**src/rtl/insn_encoder_writer_pkg.sv**
```systemverilog
// Shared types for the instruction encoder/writer: RV32I opcodes, funct3 enums,
// encoding formats and the decoded-request struct fed to the field packer.
package insn_encoder_writer_pkg;

  localparam int INSN_WIDTH      = 32;
  localparam int INSN_ADDR_WIDTH = 16;

  typedef logic [INSN_WIDTH-1:0] InsnPath;
  typedef logic [31:0]           ConstantPath;

  typedef enum logic [6:0] {
    OPC_LOAD     = 7'b0000011,
    OPC_MISC_MEM = 7'b0001111,
    OPC_OP_IMM   = 7'b0010011,
    OPC_AUIPC    = 7'b0010111,
    OPC_STORE    = 7'b0100011,
    OPC_OP       = 7'b0110011,
    OPC_LUI      = 7'b0110111,
    OPC_BRANCH   = 7'b1100011,
    OPC_JALR     = 7'b1100111,
    OPC_JAL      = 7'b1101111,
    OPC_SYSTEM   = 7'b1110011
  } OpCode;

  typedef enum logic [2:0] {
    BR_BEQ  = 3'b000,
    BR_BNE  = 3'b001,
    BR_BLT  = 3'b100,
    BR_BGE  = 3'b101,
    BR_BLTU = 3'b110,
    BR_BGEU = 3'b111
  } BrFunct3;

  typedef enum logic [2:0] {
    F3_ADD_SUB = 3'b000,
    F3_SLL     = 3'b001,
    F3_SLT     = 3'b010,
    F3_SLTU    = 3'b011,
    F3_XOR     = 3'b100,
    F3_SRL_SRA = 3'b101,
    F3_OR      = 3'b110,
    F3_AND     = 3'b111
  } OP_FUNCT3;

  typedef enum logic [2:0] {
    FMT_R, FMT_I, FMT_S, FMT_B, FMT_U, FMT_J, FMT_ILLEGAL
  } InsnFormat;

  // opcode is kept as raw bits so that non-enum values can be flagged illegal
  typedef struct packed {
    logic [6:0]  opcode;
    logic [4:0]  rd;
    logic [4:0]  rs1;
    logic [4:0]  rs2;
    logic [2:0]  funct3;
    logic [6:0]  funct7;
    ConstantPath constant;
  } EncodeReq;

  function automatic InsnFormat op_format(input logic [6:0] opcode);
    case (opcode)
      OPC_OP:                                            return FMT_R;
      OPC_LOAD, OPC_OP_IMM, OPC_JALR, OPC_SYSTEM,
      OPC_MISC_MEM:                                      return FMT_I;
      OPC_STORE:                                         return FMT_S;
      OPC_BRANCH:                                        return FMT_B;
      OPC_LUI, OPC_AUIPC:                                return FMT_U;
      OPC_JAL:                                           return FMT_J;
      default:                                           return FMT_ILLEGAL;
    endcase
  endfunction

  function automatic logic is_br_funct3(input logic [2:0] f3);
    case (f3)
      BR_BEQ, BR_BNE, BR_BLT, BR_BGE, BR_BLTU, BR_BGEU: return 1'b1;
      default:                                          return 1'b0;
    endcase
  endfunction

endpackage

```
**src/rtl/insn_field_packer.sv**
```systemverilog
// Combinational RV32I encoder: packs a decoded request into a 32-bit word and
// flags requests that cannot be encoded.
module insn_field_packer
  import insn_encoder_writer_pkg::*;
(
  input  EncodeReq req,
  output InsnPath  insn,
  output logic     illegal
);

  InsnFormat   fmt;
  ConstantPath imm;
  logic        is_shift_imm;

  always_comb begin
    fmt          = op_format(req.opcode);
    imm          = req.constant;
    is_shift_imm = (req.opcode == OPC_OP_IMM) &&
                   ((req.funct3 == F3_SLL) || (req.funct3 == F3_SRL_SRA));
    insn         = '0;
    illegal      = 1'b0;
    case (fmt)
      FMT_R: insn = {req.funct7, req.rs2, req.rs1, req.funct3, req.rd, req.opcode};
      FMT_I: begin
        // shift-immediates carry funct7 in the upper bits and a 5-bit shamt
        if (is_shift_imm)
          insn = {req.funct7, imm[4:0], req.rs1, req.funct3, req.rd, req.opcode};
        else
          insn = {imm[11:0], req.rs1, req.funct3, req.rd, req.opcode};
      end
      FMT_S: insn = {imm[11:5], req.rs2, req.rs1, req.funct3, imm[4:0], req.opcode};
      FMT_B: insn = {imm[12], imm[10:5], req.rs2, req.rs1, req.funct3,
                     imm[4:1], imm[11], req.opcode};
      FMT_U: insn = {imm[31:12], req.rd, req.opcode};
      FMT_J: insn = {imm[20], imm[10:1], imm[11], imm[19:12], req.rd, req.opcode};
      default: illegal = 1'b1;
    endcase
    if ((fmt == FMT_B) && !is_br_funct3(req.funct3))
      illegal = 1'b1;
    if (((fmt == FMT_B) || (fmt == FMT_J)) && imm[0])
      illegal = 1'b1;
  end

endmodule

```
**src/rtl/insn_encoder_writer.sv**
```systemverilog
// Program loader: accepts decoded instruction fields, encodes them and streams
// the words into IMem at consecutive addresses through a one-entry output register.
module insn_encoder_writer
  import insn_encoder_writer_pkg::*;
#(
  parameter int ADDR_WIDTH    = INSN_ADDR_WIDTH,
  parameter int ERR_CNT_WIDTH = 8,
  parameter int CNT_WIDTH     = 16
) (
  input  logic                     clk,
  input  logic                     rst,
  input  logic                     start,
  input  logic [ADDR_WIDTH-1:0]    baseAddr,
  input  logic [CNT_WIDTH-1:0]     count,
  input  logic                     reqValid,
  output logic                     reqReady,
  input  logic [6:0]               reqOpcode,
  input  logic [4:0]               reqRd,
  input  logic [4:0]               reqRs1,
  input  logic [4:0]               reqRs2,
  input  logic [2:0]               reqFunct3,
  input  logic [6:0]               reqFunct7,
  input  logic [31:0]              reqConstant,
  output logic                     imemWE,
  input  logic                     imemReady,
  output logic [ADDR_WIDTH-1:0]    imemAddr,
  output logic [31:0]              imemData,
  output logic                     busy,
  output logic                     done,
  output logic [ERR_CNT_WIDTH-1:0] errCount,
  output logic [1:0]               dbg_state
);

  localparam logic [1:0] ST_IDLE = 2'd0;
  localparam logic [1:0] ST_RUN  = 2'd1;
  localparam logic [1:0] ST_DONE = 2'd2;

  logic [1:0]               state;
  logic [CNT_WIDTH-1:0]     remaining;
  logic [ADDR_WIDTH-1:0]    wr_addr;
  logic                     out_valid;
  InsnPath                  out_data;
  logic [ERR_CNT_WIDTH-1:0] err_count;

  EncodeReq req_fields;
  InsnPath  enc_insn;
  logic     enc_illegal;
  logic     accept;
  logic     drain;

  always_comb begin
    req_fields.opcode   = reqOpcode;
    req_fields.rd       = reqRd;
    req_fields.rs1      = reqRs1;
    req_fields.rs2      = reqRs2;
    req_fields.funct3   = reqFunct3;
    req_fields.funct7   = reqFunct7;
    req_fields.constant = reqConstant;
  end

  insn_field_packer u_packer (
    .req     (req_fields),
    .insn    (enc_insn),
    .illegal (enc_illegal)
  );

  // Handshake: a request transfers when reqValid && reqReady; a write transfers
  // when imemWE && imemReady. reqReady looks through imemReady so the single
  // output register can refill in the same cycle it drains.
  assign busy      = (state == ST_RUN);
  assign done      = (state == ST_DONE);
  assign imemWE    = out_valid;
  assign imemAddr  = wr_addr;
  assign imemData  = out_data;
  assign errCount  = err_count;
  assign dbg_state = state;
  assign drain     = out_valid && imemReady;
  assign reqReady  = busy && (remaining != '0) && (!out_valid || imemReady);
  assign accept    = reqValid && reqReady;

  always_ff @(posedge clk or negedge rst) begin
    if (!rst) begin
      state     <= ST_IDLE;
      remaining <= '0;
      wr_addr   <= '0;
      out_valid <= 1'b0;
      out_data  <= '0;
      err_count <= '0;
    end else begin
      case (state)
        ST_IDLE, ST_DONE: begin
          if (start) begin
            wr_addr   <= baseAddr;
            remaining <= count;
            if (count == '0) begin
              state <= ST_DONE;
            end else begin
              state     <= ST_RUN;
              err_count <= '0;
            end
          end
        end
        ST_RUN: begin
          if (drain)
            wr_addr <= wr_addr + ADDR_WIDTH'(4);
          if (accept) begin
            remaining <= remaining - CNT_WIDTH'(1);
            // illegal requests are consumed without touching the output register
            if (enc_illegal) begin
              if (err_count != '1)
                err_count <= err_count + ERR_CNT_WIDTH'(1);
            end
          end
          if (accept && !enc_illegal) begin
            out_valid <= 1'b1;
            out_data  <= enc_insn;
          end else if (drain) begin
            out_valid <= 1'b0;
          end
          if ((remaining == '0) && (!out_valid || drain))
            state <= ST_DONE;
        end
        default: state <= ST_IDLE;
      endcase
    end
  end

endmodule

```
**config.mk**
```make
export PLATFORM = sky130hd
export DESIGN_NAME = insn_encoder_writer
export DESIGN_NICKNAME = d
export VERILOG_FILES = /design/src/rtl/insn_encoder_writer_pkg.sv /design/src/rtl/insn_field_packer.sv /design/src/rtl/insn_encoder_writer.sv
export SDC_FILE = /design/constraint.sdc
export NUM_CORES = 1
export LEC_CHECK = 0
export CORE_MARGIN = 2
export CORE_UTILIZATION = 41
export DETAILED_ROUTE_END_ITERATION = 10
export HOLD_SLACK_MARGIN = 0.05
export PLACE_DENSITY_LB_ADDON = 0.1
export SLEW_MARGIN = 10
export SYNTH_ARGS = -nofsm -noshare
export SYNTH_HDL_FRONTEND = slang
export SYNTH_HIERARCHICAL = 1
export SYNTH_SLANG_ARGS = --single-unit
```
**constraint.sdc**
```tcl
create_clock -name clk -period 2.44 [get_ports clk]
set_input_delay 0.488 -clock clk [delete_from_list [all_inputs] [get_ports clk]]
set_output_delay 0.488 -clock clk [all_outputs]
set_load 0.01 [all_outputs]
```
==> results.json <==
{
  "grt_start_max_net_pins": 49,
  "syn_nets": 658,
  "synth_largest_area_cell": "dfrtp_1",
  "dr.pass1.iters": 5,
  "synth-seq-cells": 75,
  "max-cap-violations": 0,
  "dp_hpwl_microns": 12100,
  "synth.avg_cell_area_sq_um": 9.35,
  "drv_slew": 0,
  "crit_path_end_kind": "register",
  "globalRoute.busiestLayer": "met2",
  "place_congestion": 0.894,
  "async_flop_share_pct": 100,
  "outcome": "completed",
  "met3_usage_pct": 4.83,
  "start_kind": "register",
  "grtUsageTotal_pct": 24.8,
  "routedWlPerCell_microns": 18.0,
  "fp.dieW_microns": 116,
  "yosysWarnings": 6,
  "die_area_sq_mm": 0.0135,
  "path_max_fanout": 8,
  "maxSlewHeadroom_pct": 61.5,
  "synthFlopType": "dfrtp_1",
  "synth.area.top_cells": "dfrtp_1 (36%), mux2_4 (8.4%), a21oi_1 (4.3%)",
  "cp_data_required_time_ns": 2.67,
  "setup_slack_ns": 0.000603,
  "grt_use_met1_pct": 33.2,
  "min_period_ns": 2.44,
  "critPathArrivalTime_ns": 2.67,
  "finalHoldViolCount": 0,
  "io_pins": 163,
  "final_nets": 885,
  "cts_tree": "yes",
  "syn2layout_area_growth_pct": 54.9,
  "netlist_area_sq_mm": 0.00516,
  "start_util_pct": 42.4,
  "cts_buffers": 9,
  "seq_area_sq_mm": 0.00188,
  "grt_antenna_before_repair": 0,
  "layout-drive-gt1-share_pct": 25.3,
  "rows": 40,
  "multiInputGateArea_sq_mm": 0.00310,
  "fin_hold_ws_ns": 0.114,
  "synthDominantCellAreaShare_pct": 36.4,
  "finalCritPeriodShare_pct": 100,
  "fillCellCount": 1024,
  "vdd_ir_drop_max_mv": 0.382,
  "grt_setup_unrepaired": "yes",
  "critPathKind": "register to register",
  "worstMarginPinSlew_ns": 0.572,
  "setup_viol": 0,
  "drt_wl_total_microns": 17100,
  "synth_edf_count": 0,
  "grt_pass1_vias": 5295,
  "fin_tns_setup_ns": 0,
  "via_per_inst": 5.57,
  "max_freq_mhz": 410,
  "post-route-drc-count": 0,
  "powerDensity_mw_per_mm2": 735,
  "clk_pin_slew_ns": 0.06,
  "synth_cell_type_count": 76,
  "cts_root_buffer": "clkbuf_16",
  "antenna_cells": 0,
  "syn_inst": 552,
  "synth_seq_area_share_pct": 36.4,
  "cts_buffer_depth": 2,
  "hp-class": "input port to async pin",
  "ant_nets": 0,
  "pre_cts_slack_ns": -0.653,
  "clkLatencyLatePin_ns": 0.34,
  "core_sq_mm": 0.0122,
  "p_leak_nw": 3.45,
  "reg2reg_depth": 9,
  "vias": 5299,
  "cts.sinks": 75,
  "portBuffers": 162,
  "drt-initial-drc-count": 281,
  "clock_skew_ns": 0.00789,
  "htree_levels": 3,
  "use_met2_pct": 40.4,
  "grt_first_pass_wirelength_microns": 26300,
  "fp.dieH_microns": 116,
  "grt_overflow": 0
}
==> cells by family (layout without fill, tap and decap cells) <==
family,count (synthesis),after routing,share of synthesized area [%]
buffers and inverters,58,290,5.80
xor gates and xnor gates,3,3,0.509
DFF,75,75,36.4
AOI/OAI and AO/OA,178,178,24.4
muxes,45,45,11.8
adders and majority gates,5,5,1.21
and+or+nand+nor,188,188,20.0
==> layout by cell type, fill, tap and decap left out, drive strengths merged, types with 9 or more instances in the layout <==
cell type / count
clkdlybuf4s50: 153
buf: 89
dfrtp: 75
nand2: 54
a21oi: 45
nor2: 45
o21ai: 43
mux2: 38
inv: 22
a22oi: 19
clkbuf: 17
nand3: 14
nor4: 13
nand4: 9
o22ai: 9
==> power by group <==
part           total [mW]  internal, mW  switching (mW)
combinational        2.62          1.39            1.23
clock                1.30         0.746           0.553
sequential           1.95          1.58           0.370
total                5.87          3.72            2.15
==> final timing paths <==
check / endpoint / from / slack (ns)
max: imemData[19] / remaining[1] / 0.0006
min: imemData[27] / rst / 0.11
max reg2reg: imemData[19] / remaining[1] / 0.0006
min reg2reg: imemAddr[1] / imemAddr[1] / 0.48
max in group asynchronous: remaining[4] / rst / 1.73
min in group clk: imemAddr[1] / imemAddr[1] / 0.48
==> per-layer routing <==
layer  part of all wire (%)  routed length [microns]  vias to the layer above
met4                    2.1                      365                        0
met5                      0                        0                        -
li1                       -                        -                     2523
met3                    5.9                     1020                       31
met1                     45                     7700                     2558
met2                     47                     8050                      187
==> sequential cells by signal, indices dropped and copies added (netlist names) <==
name and count:
imemData 32, imemAddr 16, remaining 16, imemWE 1
dbg_state 2, errCount 8
==> synth_stat cells (6+ instances only) <==
master	number
dfrtp_1	75
o211ai_1	8
nand2_1	54
inv_1	21
mux2i_1	7
buf_2	11
mux2_4	29
a21oi_1	44
nor4_1	12
nand3_1	14
mux2_2	9
nand2b_1	7
a22oi_1	19
and2_1	6
nor2_2	11
a32oi_1	8
nand4_1	9
and3_1	8
o21ai_0	42
nor2_1	34
o22ai_1	8
buf_6	9
clkbuf_1	11
==> timing repair <==
item	CTS	global route
buffers inserted	5	4
resized for setup	30	19
cloned	1	3
pin swaps	12	8
setup endpoints to repair	41	44
hold buffers	0	0
==> through the flow <==
stage / power, mW / cell area (sq um) / utilization [%] / instances
after floorplan: 3.26 / 5270 / - / 552
final: 5.87 / 7990 / 65.7 / 952
after global placement: 4.36 / 7460 / 61.3 / 923
after CTS: 5.80 / 7850 / 64.5 / 945
after detailed placement: 4.45 / 7460 / 61.3 / 923
after global routing: 6.26 / 7990 / 65.7 / 952
==> layout make-up <==
cell class	count	area share, %
timing repair buffer	252	30.4
sequential	75	23.5
clock buffer	11	3.16
inverter	22	1.06
multi-input combinational	419	38.8
clock inverter	5	0.438
tap	168	2.63
==> critical path, cell delays in order (launching register included) <==
cell and delay (ns):
dfrtp_1 0.39, inv_2 0.07, ha_1 0.14, or4b_1 0.43, and4bb_2 0.35, buf_6 0.12
a21o_4 0.12, or3_4 0.21, clkbuf_16 0.21, mux2_4 0.30
Power figures use the tool's default switching activity.
